$ cat config.mk
export PLATFORM = sky130hd
export DESIGN_NAME = mem_stage
export DESIGN_NICKNAME = d
export VERILOG_FILES = /design/src/rtl/mem_stage.sv
export SDC_FILE = /design/constraint.sdc
export NUM_CORES = 1
export LEC_CHECK = 0
export BUFFER_PORTS_ARGS = -buffer_cell sky130_fd_sc_hd__buf_2
export CORE_AREA = 2 2 173 175
export CTS_CLUSTER_DIAMETER = 80
export CTS_CLUSTER_SIZE = 14
export DETAILED_ROUTE_END_ITERATION = 8
export DIE_AREA = 0 0 175 177
export HOLD_SLACK_MARGIN = 0.15
export SYNTH_ARGS = -nofsm -noshare
export SYNTH_HDL_FRONTEND = slang
export SYNTH_SLANG_ARGS = --single-unit
$ cat constraint.sdc
create_clock -name i_clk -period 9.63 [get_ports i_clk]
set_input_delay 0 -clock i_clk [delete_from_list [all_inputs] [get_ports i_clk]]
set_output_delay 0 -clock i_clk [all_outputs]
set_load 0.02 [all_outputs]
$ cat src/rtl/mem_stage.sv
// MEM stage of the RV32I pipeline: EX/MEM register, data-memory handshake,
// byte-lane/mask generation, misalignment detection and load extension.
module mem_stage (
  input  logic        i_clk,
  input  logic        i_rst,
  input  logic        i_valid,
  input  logic        i_mem_read,
  input  logic        i_mem_write,
  input  logic        i_reg_write,
  input  logic [4:0]  i_rd,
  input  logic [2:0]  i_funct3,
  input  logic [31:0] i_alu_result,
  input  logic [31:0] i_rs2_data,
  input  logic [31:0] i_pc,
  input  logic [31:0] i_inst,
  output logic        o_stall,
  output logic        o_dmem_req,
  output logic        o_dmem_we,
  output logic [31:0] o_dmem_waddr,
  output logic [3:0]  o_dmem_mask,
  output logic [31:0] o_dmem_wdata,
  input  logic        i_dmem_ready,
  input  logic        i_dmem_rvalid,
  input  logic [31:0] i_dmem_rdata,
  output logic        o_valid,
  output logic [31:0] o_mem_read_data,
  output logic [31:0] o_mem_read_data_raw,
  output logic [31:0] o_alu_result,
  output logic [31:0] o_dmem_addr,
  output logic [31:0] o_pc,
  output logic [31:0] o_inst,
  output logic [4:0]  o_rd,
  output logic        o_reg_write,
  output logic        o_mem_read,
  output logic        o_mem_write,
  output logic [1:0]  o_byte_offset,
  output logic        o_unaligned_mem
);

  localparam logic [1:0] S_IDLE = 2'd0;
  localparam logic [1:0] S_REQ  = 2'd1;
  localparam logic [1:0] S_RESP = 2'd2;
  localparam logic [31:0] NOP_INST = 32'h0000_0013;

  logic        valid_reg, mem_read_reg, mem_write_reg, reg_write_reg;
  logic [4:0]  rd_reg;
  logic [2:0]  funct3_reg;
  logic [31:0] alu_result_reg, rs2_data_reg, pc_reg, inst_reg;
  logic [1:0]  state_reg, state_next;

  logic [1:0]  byte_off;
  logic        is_half, is_word, misaligned, access, mem_op;
  logic        req, done, load_done;
  logic [3:0]  lane_mask;
  logic [31:0] raw_data;
  logic [7:0]  byte_sel;
  logic [15:0] half_sel;

  always_ff @(posedge i_clk or posedge i_rst) begin
    if (i_rst) begin
      valid_reg      <= 1'b0;
      mem_read_reg   <= 1'b0;
      mem_write_reg  <= 1'b0;
      reg_write_reg  <= 1'b0;
      rd_reg         <= 5'd0;
      funct3_reg     <= 3'd0;
      alu_result_reg <= 32'd0;
      rs2_data_reg   <= 32'd0;
      pc_reg         <= 32'd0;
      inst_reg       <= NOP_INST;
    end else if (!o_stall) begin
      valid_reg      <= i_valid;
      mem_read_reg   <= i_mem_read;
      mem_write_reg  <= i_mem_write;
      reg_write_reg  <= i_reg_write;
      rd_reg         <= i_rd;
      funct3_reg     <= i_funct3;
      alu_result_reg <= i_alu_result;
      rs2_data_reg   <= i_rs2_data;
      pc_reg         <= i_pc;
      inst_reg       <= i_inst;
    end
  end

  always_ff @(posedge i_clk or posedge i_rst) begin
    if (i_rst) state_reg <= S_IDLE;
    else       state_reg <= state_next;
  end

  assign byte_off   = alu_result_reg[1:0];
  assign is_half    = (funct3_reg[1:0] == 2'b01);
  assign is_word    = (funct3_reg[1:0] == 2'b10);
  assign misaligned = (is_half & byte_off[0]) | (is_word & (byte_off != 2'b00));
  assign access     = valid_reg & (mem_read_reg | mem_write_reg);
  assign mem_op     = access & ~misaligned;

  // A load is never finished at acceptance; it always waits in RESP for rvalid.
  always_comb begin
    state_next = state_reg;
    req        = 1'b0;
    done       = 1'b0;
    load_done  = 1'b0;
    case (state_reg)
      S_IDLE, S_REQ: begin
        if (mem_op) begin
          req = 1'b1;
          if (i_dmem_ready) begin
            if (mem_read_reg) state_next = S_RESP;
            else begin
              done       = 1'b1;
              state_next = S_IDLE;
            end
          end else begin
            state_next = S_REQ;
          end
        end else begin
          state_next = S_IDLE;
        end
      end
      S_RESP: begin
        if (i_dmem_rvalid) begin
          done       = 1'b1;
          load_done  = 1'b1;
          state_next = S_IDLE;
        end
      end
      default: state_next = S_IDLE;
    endcase
  end

  always_comb begin
    case (funct3_reg[1:0])
      2'b00:   lane_mask = 4'b0001 << byte_off;
      2'b01:   lane_mask = 4'b0011 << byte_off;
      default: lane_mask = 4'b1111;
    endcase
  end

  // Each lane carries the low byte (B), the matching half byte (H) or its own byte (W).
  for (genvar gi = 0; gi < 4; gi++) begin : g_lane
    always_comb begin
      case (funct3_reg[1:0])
        2'b00:   o_dmem_wdata[8*gi +: 8] = rs2_data_reg[7:0];
        2'b01:   o_dmem_wdata[8*gi +: 8] = rs2_data_reg[8*(gi%2) +: 8];
        default: o_dmem_wdata[8*gi +: 8] = rs2_data_reg[8*gi +: 8];
      endcase
    end
  end

  assign raw_data = load_done ? i_dmem_rdata : 32'd0;
  assign byte_sel = raw_data[{byte_off, 3'b000} +: 8];
  assign half_sel = raw_data[{byte_off[1], 4'b0000} +: 16];

  always_comb begin
    case (funct3_reg)
      3'b000:  o_mem_read_data = {{24{byte_sel[7]}}, byte_sel};
      3'b100:  o_mem_read_data = {24'd0, byte_sel};
      3'b001:  o_mem_read_data = {{16{half_sel[15]}}, half_sel};
      3'b101:  o_mem_read_data = {16'd0, half_sel};
      default: o_mem_read_data = raw_data;
    endcase
  end

  assign o_stall             = mem_op & ~done;
  assign o_dmem_req          = req;
  assign o_dmem_we           = req & mem_write_reg;
  assign o_dmem_waddr        = {alu_result_reg[31:2], 2'b00};
  assign o_dmem_mask         = req ? lane_mask : 4'b0000;
  assign o_valid             = valid_reg & ~o_stall;
  assign o_mem_read_data_raw = raw_data;
  assign o_alu_result        = alu_result_reg;
  assign o_dmem_addr         = alu_result_reg;
  assign o_pc                = pc_reg;
  assign o_inst              = inst_reg;
  assign o_rd                = rd_reg;
  assign o_reg_write         = reg_write_reg;
  assign o_mem_read          = mem_read_reg;
  assign o_mem_write         = mem_write_reg;
  assign o_byte_offset       = byte_off;
  assign o_unaligned_mem     = access & misaligned;

endmodule

==> run_results.csv, run 1 <==
group,metric,value,unit
routing,vias,6630,
timing,hold_violations,0,
finish,final_cell_area,11700,um^2
clock_network,ctsResizeCount,0,
clock_network,clkLatencyLatePin,430,ps
setup_path,worstPathRequired,9630,ps
die,dieArea,31000,um^2
finish,seq_area,3560,um^2
die,row_count,63,
timing,grt_setup_unrepaired,"no",
logic_synthesis,synth-seq-cells,142,
routing,wl,25900,um
logic_synthesis,syn_inst,616,
power,leakage,0.00601,uW
clock_network,ctsRootBufferMaster,"clkbuf_16",
timing,drv_slew,0,
setup_path,start_kind,"flop",
clock_network,cts_buffers,17,
routing,drt-vias-per-instance,4.35,
logic_synthesis,ys_top_cells_by_area,"dfrtp_1 46%, mux2_4 15%, mux2_2 12%, buf_4 7.3%, and2_1 2.2%",
clock_network,cts_tree,"yes",
logic_synthesis,yosysTopAreaCell,"dfrtp_1",
logic_synthesis,synth_commonest_cells,"139 x dfrtp_1, 79 x mux2_2, 77 x mux2_4",
logic_synthesis,ys_seq_area_share,46.9,%
finish,drive_gt1_share,57.5,%
logic_synthesis,netlist_area,7590,um^2
timing,finalSetupTns,0,ps
timing,period_needed,3420,ps
setup_path,crit_path_max_fanout,68,
placement,place_congestion,0.943,
logic_synthesis,synth_warnings,0,
clock_network,cts_buffer_depth,2,
finish,post-route-util,39.8,%
finish,diodes,0,
routing,drc,0,
logic_synthesis,synth_top_area_share,45.8,%
die,start_util,25.9,%
placement,post-place-ws,6470,ps
clock_network,htreeDepth,4,
setup_path,end_kind,"primary output",
logic_synthesis,synth_edf_count,0,
placement,placed_area,9610,um^2
finish,syn2layout_area_growth,53.6,%
setup_path,arrival,3420,ps
timing,clock_skew,9.93,ps
finish,fillers,2797,
outcome,status,"finished clean",
power,p_per_area,384,nW/um^2
logic_synthesis,yosysMostFrequentCell,"dfrtp_1",
clock_network,cts.clk_slew.worst_paths,70,ps
routing,antenna_left,0,
logic_synthesis,avgSynthCellArea,12.3,um^2
global_routing,antenna_found_initial,0,
timing,fin_crit_sh,35.6,%
setup_path,critPathKind,"flop to primary output",
setup_path,critPathLaunch,"funct3_reg[1]",
timing,worstMarginPinSlew,1110,ps
routing,drtIter0Drc,200,
power,ir_drop,192,uV
routing,wl_per_cell,17.0,um
die,die_x,175,um
finish,multi_input_area,3210,um^2
logic_synthesis,ys_types,41,
die,core,29200,um^2
logic_synthesis,synth_ff_type,"dfrtp_1",
placement,port_buffers,448,
worst_hold_path,hold_path_class,"input port to asynchronous set/reset pin",
flow_run,drv_cap,0,
logic_synthesis,synthArstFlopShare,100,%
global_routing,grt_max_degree,73,
routing,drt-pass1-iter-count,4,
die,io_pins,451,
clock_network,cts.sinks,142,
global_routing,grt_overflow,0,
global_routing,grt_pass1_wl,38000,um
timing,fin_ws,6210,ps
global_routing,grt_use_total,16.1,%
placement,hpwl,18000,um
finish,fin_nets,1298,
die,die_h,177,um
timing,fmax,0.292,GHz
timing,slew_headroom,25.6,%
setup_path,rr_startpoint,"funct3_reg[1]",
timing,setup_viol,0,
global_routing,first_global_vias,6574,
power,total_power,4470,uW
-- placed cells by master, fill, tap and decap left out, types with 2 or more instances in the layout --
cell           instances
a211oi_1               8
a21o_1                 3
a21oi_1               27
a22o_1                 4
a22oi_1                8
and2_1                27
and3b_1                2
buf_2                448
buf_4                  9
bufinv_16              3
clkbuf_1               2
clkbuf_16             17
clkinvlp_4             4
conb_1                 2
dfrtp_1              138
dfstp_2                3
dlygate4sd3_1        143
inv_1                 11
inv_6                  4
mux2_2                79
mux2_4                77
mux2i_1               11
nand2_1               16
nand2b_1               3
nand3_1                4
nor2_1                19
nor2b_1                4
nor3_1                 3
o21ai_0               31
o22ai_1                6
-- through the flow --
stage                     hold slack [ps]  cells
after global routing                  316   1525
final                                 261   1525
after global placement                174   1350
after floorplan                      66.4    617
after detailed placement              186   1350
after CTS                             263   1525
-- layer usage --
| layer | vias up | GRT usage (%) | part of all wire [%] | routed length [um] |
|---|---|---|---|---|
| met5 | - | 0 | 0 | 0 |
| met4 | 0 | 5.87 | 2.2 | 574 |
| met3 | 33 | 4.79 | 7.9 | 2030 |
| met2 | 323 | 29.2 | 52 | 13300 |
| met1 | 3183 | 17.8 | 38 | 9900 |
| li1 | 3091 | - | - | - |
-- worst max-delay path, cell delays in order (launching register included) --
cell,delay (ps)
dfrtp_2,390
buf_4,340
nor2_2,750
nand4b_1,840
a22oi_1,420
buf_2,220
-- kinds of logic after synthesis --
group	synth area share, %
muxes	28.7
DFF	46.9
and+or+nand+nor	5.95
buffers and inverters	10.9
other	0.0494
AOI/OAI and AO/OA	7.47
-- power breakdown --
| part | leakage (uW) | internal, uW | switching (uW) |
|---|---|---|---|
| sequential | 0.00165 | 909 | 260 |
| clock | 0.000284 | 417 | 270 |
| combinational | 0.00408 | 1100 | 1510 |
-- final cells by class --
type	count	area share, %
multi-input cells	349	27.5
flip-flops and latches	142	30.5
clock buffers	20	3.83
inverters	12	0.430
clock inverters	12	1.37
repair buffers	600	32.1
well taps	390	4.19
-- worst paths after layout --
kind,to,slack (ps),cells after the start
max reg2reg,o_inst[9],6460,5
min in group i_clk,o_pc[19],330,3
min reg2reg,o_inst[31],510,1
max in group asynchronous,o_inst[8],7960,4
min,o_pc[7],260,3
max,o_mem_read_data[15],6210,5
-- repair_timing --
| item | CTS | global route |
|---|---|---|
| buffers inserted | 0 | 0 |
| hold buffers | 143 | 0 |
| hold endpoints to repair | 213 | 0 |
No activity file was read; power rests on OpenSTA's default activity.
==> inputs of run 2 (changes only) <==
--- a/config.mk
+++ b/config.mk
@@ -6,11 +6,11 @@
 export NUM_CORES = 1
 export LEC_CHECK = 0
 export BUFFER_PORTS_ARGS = -buffer_cell sky130_fd_sc_hd__buf_2
-export CORE_AREA = 2 2 173 175
+export CORE_AREA = 2 2 175 177
 export CTS_CLUSTER_DIAMETER = 80
 export CTS_CLUSTER_SIZE = 14
 export DETAILED_ROUTE_END_ITERATION = 8
-export DIE_AREA = 0 0 175 177
+export DIE_AREA = 0 0 177 179
 export HOLD_SLACK_MARGIN = 0.15
 export SYNTH_ARGS = -nofsm -noshare
 export SYNTH_HDL_FRONTEND = slang
==> constraint.sdc (replaced) <==
create_clock -name i_clk -period 3.3 [get_ports i_clk]
set_input_delay 0 -clock i_clk [delete_from_list [all_inputs] [get_ports i_clk]]
set_output_delay 0 -clock i_clk [all_outputs]
set_load 0.02 [all_outputs]
==> run_results.csv, run 2 (synthesis results as in run 1) <==
group,metric,value,unit
outcome,status,"finished clean",
placement,place_congestion,0.919,
timing,fin_ws,257,ps
placement,hpwl,17500,um
timing,period_needed,3040,ps
routing,vias,6582,
routing,drt-vias-per-instance,4.29,
global_routing,grt_overflow,0,
routing,wl_per_cell,16.3,um
routing,drt-pass1-iter-count,4,
placement,placed_area,9660,um^2
global_routing,first_global_vias,6608,
timing,slew_headroom,31.2,%
clock_network,htreeDepth,4,
setup_path,worstPathRequired,3300,ps
power,power_switching,5880,uW
die,die_x,177,um
power,seq_power_share,25.8,%
clock_network,post-cts-setup-buffer-count,0,
clock_network,cts_tree,"yes",
global_routing,grt_pass1_wl,36400,um
finish,drive_gt1_share,57.5,%
routing,drtIter0Drc,197,
setup_path,rr_startpoint,"o_alu_result[0]",
finish,diodes,0,
timing,hold_violations,0,
timing,worstMarginPinSlew,1030,ps
power,p_clk_share,16.5,%
routing,wl,25000,um
routing,antenna_left,0,
setup_path,rr_endpoint,"o_pc[23]",
die,row_count,64,
clock_network,clkLatencyLatePin,430,ps
power,swShare,44.6,%
finish,final_cell_area,11800,um^2
power,ir_drop,583,uV
routing,drc,0,
die,start_util,25.3,%
power,p_per_area,1120,nW/um^2
setup_path,r2r_slack,930,ps
global_routing,grt_max_degree,143,
power,intPower,7300,uW
timing,finalSetupTns,0,ps
placement,port_buffers,448,
die,dieArea,31700,um^2
global_routing,grt_use_total,15.0,%
timing,grt_setup_unrepaired,"no",
setup_path,start_kind,"flop",
finish,syn2layout_area_growth,54.9,%
setup_path,critPathKind,"flop to primary output",
clock_network,ctsRootBufferMaster,"clkbuf_16",
timing,clock_skew,18.1,ps
setup_path,critPathLaunch,"state_reg[0]",
timing,fin_crit_sh,92.2,%
finish,fillers,2906,
die,core,30000,um^2
power,pwr-share-comb,57.7,%
setup_path,arrival,3040,ps
clock_network,cts.sinks,142,
clock_network,ctsResizeCount,0,
setup_path,r2r_cells,5,
setup_path,cp-endpoint,"o_mem_read_data[15]",
worst_hold_path,hold_path_class,"input port to flop",
clock_network,cts.clk_slew.worst_paths,60,ps
finish,final_common_cell,"buf_2",
setup_path,crit_path_max_fanout,24,
die,die_h,179,um
timing,setup_viol,0,
finish,final_cell_mix,"448 x buf_2, 143 x dlygate4sd3_1, 138 x dfrtp_1",
power,leakage,0.00606,uW
die,io_pins,451,
global_routing,antenna_found_initial,1,
placement,post-place-ws,716,ps
clock_network,cts_buffers,17,
setup_path,end_kind,"primary output",
flow_run,drv_cap,0,
timing,fmax,0.329,GHz
finish,fin_nets,1300,
clock_network,cts_buffer_depth,2,
timing,drv_slew,0,
[run 2: cell types whose count changed in the layout (fill, tap and decap cells not counted)]
cell and delta:
buf_12 +2, bufinv_16 +2, clkbuf_1 +1, clkbuf_8 +2, clkinv_2 -1, clkinvlp_4 -1
inv_6 -3
[run 2: stage by stage]
step | cells | hold WS (ps) | utilization, % | power [uW]
2_1_floorplan | 617 | 66.4 | - | 9200
3_3_place_gp | 1358 | 192 | 32.2 | 10900
3_5_place_dp | 1358 | 211 | 32.2 | 10900
4_1_cts | 1533 | 304 | 39.1 | 13300
5_1_grt | 1533 | 309 | 39.1 | 14000
6_report | 1533 | 334 | 39.1 | 13200
[run 2: cell type report]
| class | count | area (um^2) | area share (%) |
|---|---|---|---|
| clock buffers | 23 | 478 | 4.07 |
| multi-input cells | 349 | 3210 | 27.3 |
| clock inverters | 9 | 183 | 1.55 |
| well taps | 396 | 495 | 4.22 |
| repair buffers | 602 | 3780 | 32.2 |
| flip-flops and latches | 142 | 3560 | 30.3 |
| inverters | 12 | 48.8 | 0.415 |
[run 2: power by group through the flow]
stage                     clock [uW]  sequential (uW)  combinational, uW
after CTS                       2240             3430               7660
after global routing            2320             3550               8090
after detailed placement           0             3420               7530
final                           2170             3400               7600
after floorplan                    0             4030               5160
after global placement             0             3410               7460
[run 2: critical path, cell delays in order, from the launching register on]
cell and delay [ps]:
dfrtp_1 380, and3b_1 510, buf_4 310, nand4b_1 740
a22oi_1 440, buf_2 220
[run 2: repair_timing]
item                                    CTS  global route
hold buffers                            143             0
hold endpoints to repair                281             0
endpoints found under the setup margin    0             0
[run 2: worst min-delay path by stage]
stage	from	to	slack (ps)	cells past startpoint
after global routing	i_dmem_ready	state_reg[0]	310	3
after detailed placement	i_dmem_ready	state_reg[0]	210	2
after global placement	i_valid	valid_reg	190	2
after floorplan	i_dmem_ready	state_reg[0]	70	1
after CTS	i_dmem_ready	state_reg[0]	300	3
final	i_valid	valid_reg	330	3
[run 2: routing by layer]
| metal | global-route usage, % | vias up | part of all wire [%] |
|---|---|---|---|
| met5 | 0 | - | 0.064 |
| met4 | 4.55 | 2 | 1.6 |
| met3 | 4.35 | 26 | 7.3 |
| met2 | 27.9 | 310 | 52 |
| met1 | 16.5 | 3163 | 39 |
| li1 | - | 3081 | - |
